[config.mk]
export PLATFORM = sky130hd
export DESIGN_NAME = playhead_seq
export DESIGN_NICKNAME = d
export VERILOG_FILES = /design/src/rtl/playhead_seq.sv
export SDC_FILE = /design/constraint.sdc
export NUM_CORES = 1
export LEC_CHECK = 0
export ABC_AREA = 1
export ABC_CLOCK_PERIOD_IN_PS = 8500
export CAP_MARGIN = 25
export CORE_UTILIZATION = 40
export DETAILED_ROUTE_END_ITERATION = 10
export PLACE_DENSITY = 0.59
export RECOVER_POWER = 100
export SETUP_SLACK_MARGIN = 0.15
export SLEW_MARGIN = 20
export SYNTH_ARGS = -nofsm -noshare
export SYNTH_HDL_FRONTEND = slang
export SYNTH_SLANG_ARGS = --single-unit
[constraint.sdc]
create_clock -name clk -period 8.5 [get_ports clk]
set_input_delay 1.7 -clock clk [delete_from_list [all_inputs] [get_ports clk]]
set_output_delay 1.7 -clock clk [all_outputs]
set_load 0.05 [all_outputs]
[src/rtl/playhead_seq.sv]
// playhead_seq: BPM-accurate playhead timing engine for the DAW timeline view.
// A phase accumulator (modulus 60*CLK_HZ) advances playhead_x by at most one
// pixel per cycle across a programmable region. It handles play/pause/stop and
// loop/one-shot, and emits pixel, beat, wrap and done strobes.
module playhead_seq #(
  parameter int unsigned CLK_HZ     = 50_000_000,
  parameter int unsigned XW         = 10,
  parameter int unsigned BPM_W      = 8,
  parameter int unsigned MIN_BPM    = 20,
  parameter int unsigned ACC_W      = 40,
  parameter int unsigned BEAT_IDX_W = 8
) (
  input  logic                  clk,
  input  logic                  rst,
  input  logic                  play_req,
  input  logic                  pause_req,
  input  logic                  stop_req,
  input  logic                  loop_en,
  input  logic [BPM_W-1:0]      bpm,
  input  logic [XW-1:0]         region_x,
  input  logic [XW-1:0]         region_w,
  input  logic [XW-1:0]         beat_spacing,
  output logic [XW-1:0]         playhead_x,
  output logic [1:0]            state,
  output logic                  pixel_tick,
  output logic                  beat_tick,
  output logic                  wrap_tick,
  output logic                  done,
  output logic [BEAT_IDX_W-1:0] beat_idx
);

  // Accumulator modulus: one pixel per (60*CLK_HZ) units of bpm*spacing.
  localparam logic [ACC_W-1:0] DEN = ACC_W'(64'(CLK_HZ) * 64'd60);

  typedef enum logic [1:0] {
    IDLE    = 2'd0,
    PLAYING = 2'd1,
    PAUSED  = 2'd2
  } state_t;

  state_t                state_q, state_d;
  logic [XW-1:0]         x_q, x_d;
  logic [ACC_W-1:0]      acc_q, acc_d;
  logic [XW-1:0]         pib_q, pib_d;
  logic [BEAT_IDX_W-1:0] beat_idx_q, beat_idx_d;
  logic                  pixel_tick_q, pixel_tick_d;
  logic                  beat_tick_q, beat_tick_d;
  logic                  wrap_tick_q, wrap_tick_d;
  logic                  done_q, done_d;

  logic [BPM_W-1:0] bpm_eff;
  logic [XW-1:0]    spacing_eff;
  logic [XW-1:0]    width_eff;
  logic [ACC_W-1:0] inc;
  logic [ACC_W-1:0] sum;
  logic             saturated;
  logic             step;
  logic [XW:0]      region_end;
  logic             out_of_region;
  logic             at_end;
  logic [XW:0]      pib_next;
  logic             beat_hit;
  logic             play_go;

  // Derived tempo/geometry terms shared by every state.
  always_comb begin
    bpm_eff       = (bpm < BPM_W'(MIN_BPM)) ? BPM_W'(MIN_BPM) : bpm;
    spacing_eff   = (beat_spacing == '0) ? XW'(1) : beat_spacing;
    width_eff     = (region_w == '0) ? XW'(1) : region_w;
    inc           = ACC_W'(bpm_eff) * ACC_W'(spacing_eff);
    sum           = acc_q + inc;
    saturated     = (inc >= DEN);
    step          = saturated || (sum >= DEN);
    region_end    = {1'b0, region_x} + {1'b0, width_eff} - (XW+1)'(1);
    out_of_region = ({1'b0, x_q} < {1'b0, region_x}) || ({1'b0, x_q} > region_end);
    at_end        = ({1'b0, x_q} >= region_end);
    pib_next      = {1'b0, pib_q} + (XW+1)'(1);
    beat_hit      = (pib_next >= {1'b0, spacing_eff});
    play_go       = play_req && !pause_req && !stop_req;
  end

  // Next-state, position, accumulator and strobe computation.
  always_comb begin
    state_d      = state_q;
    x_d          = x_q;
    acc_d        = acc_q;
    pib_d        = pib_q;
    beat_idx_d   = beat_idx_q;
    pixel_tick_d = 1'b0;
    beat_tick_d  = 1'b0;
    wrap_tick_d  = 1'b0;
    done_d       = 1'b0;

    case (state_q)
      IDLE: begin
        x_d        = region_x;
        acc_d      = '0;
        pib_d      = '0;
        beat_idx_d = '0;
        if (play_go) begin
          state_d     = PLAYING;
          beat_tick_d = 1'b1;
        end
      end

      PLAYING: begin
        if (stop_req) begin
          state_d    = IDLE;
          x_d        = region_x;
          acc_d      = '0;
          pib_d      = '0;
          beat_idx_d = '0;
        end else if (pause_req) begin
          state_d = PAUSED;
        end else if (out_of_region) begin
          x_d         = region_x;
          acc_d       = '0;
          pib_d       = '0;
          beat_idx_d  = '0;
          wrap_tick_d = 1'b1;
        end else if (step) begin
          acc_d = saturated ? '0 : (sum - DEN);
          if (!at_end) begin
            x_d          = x_q + XW'(1);
            pixel_tick_d = 1'b1;
            if (beat_hit) begin
              pib_d       = '0;
              beat_tick_d = 1'b1;
              beat_idx_d  = beat_idx_q + BEAT_IDX_W'(1);
            end else begin
              pib_d = pib_next[XW-1:0];
            end
          end else if (loop_en) begin
            x_d          = region_x;
            pixel_tick_d = 1'b1;
            wrap_tick_d  = 1'b1;
            beat_tick_d  = 1'b1;
            pib_d        = '0;
            beat_idx_d   = '0;
          end else begin
            state_d    = IDLE;
            x_d        = region_x;
            acc_d      = '0;
            pib_d      = '0;
            beat_idx_d = '0;
            done_d     = 1'b1;
          end
        end else begin
          acc_d = sum;
        end
      end

      PAUSED: begin
        if (stop_req) begin
          state_d    = IDLE;
          x_d        = region_x;
          acc_d      = '0;
          pib_d      = '0;
          beat_idx_d = '0;
        end else if (play_go) begin
          state_d = PLAYING;
        end
      end

      default: begin
        state_d    = IDLE;
        x_d        = region_x;
        acc_d      = '0;
        pib_d      = '0;
        beat_idx_d = '0;
      end
    endcase
  end

  // Register all state and outputs; synchronous active-low reset.
  always_ff @(posedge clk) begin
    if (!rst) begin
      state_q      <= IDLE;
      x_q          <= region_x;
      acc_q        <= '0;
      pib_q        <= '0;
      beat_idx_q   <= '0;
      pixel_tick_q <= 1'b0;
      beat_tick_q  <= 1'b0;
      wrap_tick_q  <= 1'b0;
      done_q       <= 1'b0;
    end else begin
      state_q      <= state_d;
      x_q          <= x_d;
      acc_q        <= acc_d;
      pib_q        <= pib_d;
      beat_idx_q   <= beat_idx_d;
      pixel_tick_q <= pixel_tick_d;
      beat_tick_q  <= beat_tick_d;
      wrap_tick_q  <= wrap_tick_d;
      done_q       <= done_d;
    end
  end

  assign playhead_x = x_q;
  assign state      = state_q;
  assign pixel_tick = pixel_tick_q;
  assign beat_tick  = beat_tick_q;
  assign wrap_tick  = wrap_tick_q;
  assign done       = done_q;
  assign beat_idx   = beat_idx_q;

endmodule
==> results <==
- After clock tree synthesis, the clock-pin slew on the worst setup and hold paths is 0.07 ns.
- The remaining global-route overflow is 0.
- For the final database, setup skew stands at 0.0131 ns.
- The slew at the pin with the worst max-slew slack is 2.13 ns.
- The share of flip-flops with an asynchronous set or reset after synthesis is 0.
- In the final design database the tool counted 2,052 nets.
- Detailed placement finished with a half-perimeter wire length of 27.2 mm.
- The top-area cell type share of the netlist area is 0.182.
- The total area inside the core boundary comes to 26,800 sq um.
- The final critical-path share of the clock period is 0.931.
- The largest net degree at the start of global routing is 50.
- The class of the tightest hold or removal check is reg -> reg.
- The clock latency on the worst-skew pair is 0.35 ns.
- Timing would allow up to 0.126 GHz.
- Leaving out fill and tap cells, the most frequent cell in the layout is nand2_1.
- For this run, the total global-route usage over all layers was measured as 0.242.
- The count of flip-flops with a built-in enable after synthesis is 10.
- The category of the most critical setup path is in -> reg.
- Subtracting the final worst setup slack from the clock period gives 7.92 ns.
- The checks that failed: capacitance limit, slew limit.
- For this run, the register share of the synthesized area comes to 0.145.
- The diode insertion count for antenna repair is 0.
- After layout, the design draws a total of 2.18 mW.
- The number of buffers inserted by hold repair at cts is 0.
- The number of fill cells in the layout is 2,842.
- At the end of routability-driven placement, the weighted congestion stood at 0.961.
- The cell type with the highest occurrence count on the critical path is nand2_1.
- Dividing the synthesized area by the synthesized cell count gives 6.17 sq um.
- In the final layout, the multi-input gates occupy 7700 sq um.
- The master of the slowest instance on the critical path is fa_1.
- The floorplan step defined a die boundary enclosing 27,900 sq um.
- The number of stages on the worst hold path is 2.
- Along the worst path, the maximum fanout reaches 25.
- The first TritonRoute pass finished after 5 iterations.
- The height of the chip is 167 um.
- The most used flip-flop cell after synthesis is dfxtp_1.
- The tool flagged a number of max-cap violations equal to 1.
- Setup total negative slack on the finished layout was measured at 0 ns.
- The power density over the cells is 176 nW/um^2.
- The die is 167 um wide.
- The floorplan has 60 rows.
- The via count of the first global-routing pass is 10,400.
- Registers take 1580 sq um.
- The I/O pin count is 68.
- The number of buffers added by the clock tree synthesis step is 9.
- The via total after detailed routing is 11,000.
- The final layout contains routed wiring with a total length of 32.9 mm.
- Port buffering added 67 buffers.
- The endpoint kind of the worst setup timing path is a flop.
- The longest clock path from root to sink contains 2 buffers.
- Counting flops and latches in the post-synthesis netlist gives 74.
- STA classifies the critical path startpoint as an input pin.
- The clock root buffer master is clkbuf_16.
- The detail route stage leaves a number of antenna-violating nets equal to 0.
- The data required time of the worst path is 8.72 ns.
- The fraction of final layout cells sized beyond drive strength 1 is 0.0729.
- The final max-slew violation count is 41.
- The area growth from synthesis to layout is 13.9%.
- During synthesis, Yosys emitted a total of 0 warnings.
- Synthesis produced a netlist with a net count of 1,968.
- CTS built an H-tree with a depth of 3.
- The run finished, with violations left.
- The cell area that synthesis handed to floorplanning was 10,900 sq um.
- The depth of the most critical reg-to-reg path is 27.
- In this design, the stage delay of the slowest critical-path cell is 0.55 ns.
- The synthesized design spends more area on one cell type than any other, namely nand2_1.
- The detailed router's first-iteration violation count is 813.
- The synthesized instance count is 1,764.
- The library cells used most frequently in the layout, excluding fill and tap cells, are 526 x nand2_1, 360 x inv_1, 147 x nor2_1, 147 x nand3_1, 95 x ha_1.
- TritonCTS built the clock tree.
- The routed wire length per instance is 15.0 um.
- For this design the static power due to leakage is 6.49 nW.
- The total setup violations reported at the end of the flow is 0.
- The initial antenna violation count is 0.
- STA puts the critical path data arrival time at 8.14 ns.
- In the routed layout, each cell is associated on average with a via count of 4.99.
- The first-pass GRT wire length is 53.6 mm.
- Counting every sink on the clock net gives 74.
- The hold violation count in the final report is 0.
- Setup repair after global routing left no endpoint under its margin.
- VDD sags by at most 0.000110 V.
- The initial standard-cell utilization of the core is 0.406.
- The post-detailed-route DRC marker count is 0.
- Measured against its own limit, the worst slew margin works out to -0.421.
- The worst hold slack after final layout is 0.466 ns.
- In the post-synthesis netlist, the biggest area contributors are nand2_1 18%, inv_1 12%, fa_1 12%.
- The count of different cell masters after synthesis is 44.
==> worst paths after layout <==
kind                   startpoint        end  slack [ns]
setup reg to reg         acc_q[9]  acc_q[23]        2.91
hold reg to reg          acc_q[5]   acc_q[5]        0.47
hold / removal           acc_q[5]   acc_q[5]        0.47
setup / recovery  beat_spacing[8]  acc_q[23]        0.58
==> sequential cells by signal, summed over array words and instances, names as in the netlist <==
| signal | count |
|---|---|
| pib_q | 10 |
| state | 2 |
| done | 1 |
| pixel_tick | 1 |
| playhead_x | 10 |
| beat_idx | 8 |
| acc_q | 40 |
| beat_tick | 1 |
| wrap_tick | 1 |
==> metrics by stage <==
step / cells / worst slack, ns / instance area, sq um / util
after global routing: 2194 / 0.0984 / 12400 / 0.463
after floorplan: 1764 / 1.24 / 10900 / -
after CTS: 2191 / 0.519 / 12400 / 0.462
after detailed placement: 2175 / 0.177 / 12000 / 0.449
after global placement: 2175 / 0.163 / 12000 / 0.449
final: 2194 / 0.584 / 12400 / 0.463
==> worst max-delay path, delay by kind of cell <==
kind                     cells  cell delay, ns
adder cells (fa/ha/maj)      5            2.50
AND/OR/NAND/NOR             19            2.66
buffers and inverters        5            0.92
AO/OA/AOI/OAI                2            0.33
==> layout make-up <==
class                   count  share of cell area
clock buffers               9              0.0182
clock inverters             7             0.00807
inverters                 375               0.115
multi-input cells        1285               0.621
flip-flops and latches     74               0.128
well taps                 341              0.0344
repair buffers            103              0.0753
==> power breakdown <==
group          total (mW)  internal [mW]  switching [mW]
sequential          0.367          0.360         0.00711
clock               0.435          0.260           0.175
combinational        1.38          0.454           0.923
total                2.18           1.07            1.10
==> per-layer routing <==
layer | up-vias | global-route usage | share of wire
met3 | 67 | 0.0259 | 0.041
met5 | - | 0 | 0
met1 | 4966 | 0.320 | 0.47
li1 | 5634 | - | -
met4 | 0 | 0.0974 | 0.037
met2 | 286 | 0.401 | 0.45
==> synthesized netlist by cell type, types with 2 or more instances <==
library cell	n
ha_1	95
nand3b_1	4
buf_2	2
a211oi_1	3
o21a_1	3
o21bai_1	3
nand2_4	5
xor2_1	23
nand2_1	527
o211ai_1	3
a31oi_1	4
edfxtp_1	10
nor3_2	4
a21oi_1	79
or2_2	3
nand4_1	37
inv_1	360
fa_1	65
nor4_1	6
buf_6	9
xnor2_1	6
dfxtp_1	64
clkinv_1	3
inv_2	11
nor2_4	7
nor3_1	16
nand3_1	147
o21ai_1	5
clkbuf_1	18
nand3_2	4
a21o_1	3
nand2_2	34
nor2_2	12
nor2_1	146
o21ai_0	34
==> logic make-up (layout without fill, tap and decap cells) <==
| family | after synthesis | count (layout) | share of synthesized area |
|---|---|---|---|
| buf+inv | 405 | 494 | 0.148 |
| compound gates | 142 | 142 | 0.0708 |
| flops | 74 | 74 | 0.145 |
| xor+xnor | 29 | 29 | 0.0233 |
| simple gates | 954 | 954 | 0.384 |
| fa+ha+maj | 160 | 160 | 0.229 |
==> what timing repair did <==
| action | 4_1_cts | 5_1_grt |
|---|---|---|
| buffers inserted | 0 | 2 |
| endpoints found under the setup margin | 0 | 59 |
| gates resized for setup | 0 | 7 |
Note: power is estimated with default switching activity, not from simulation.
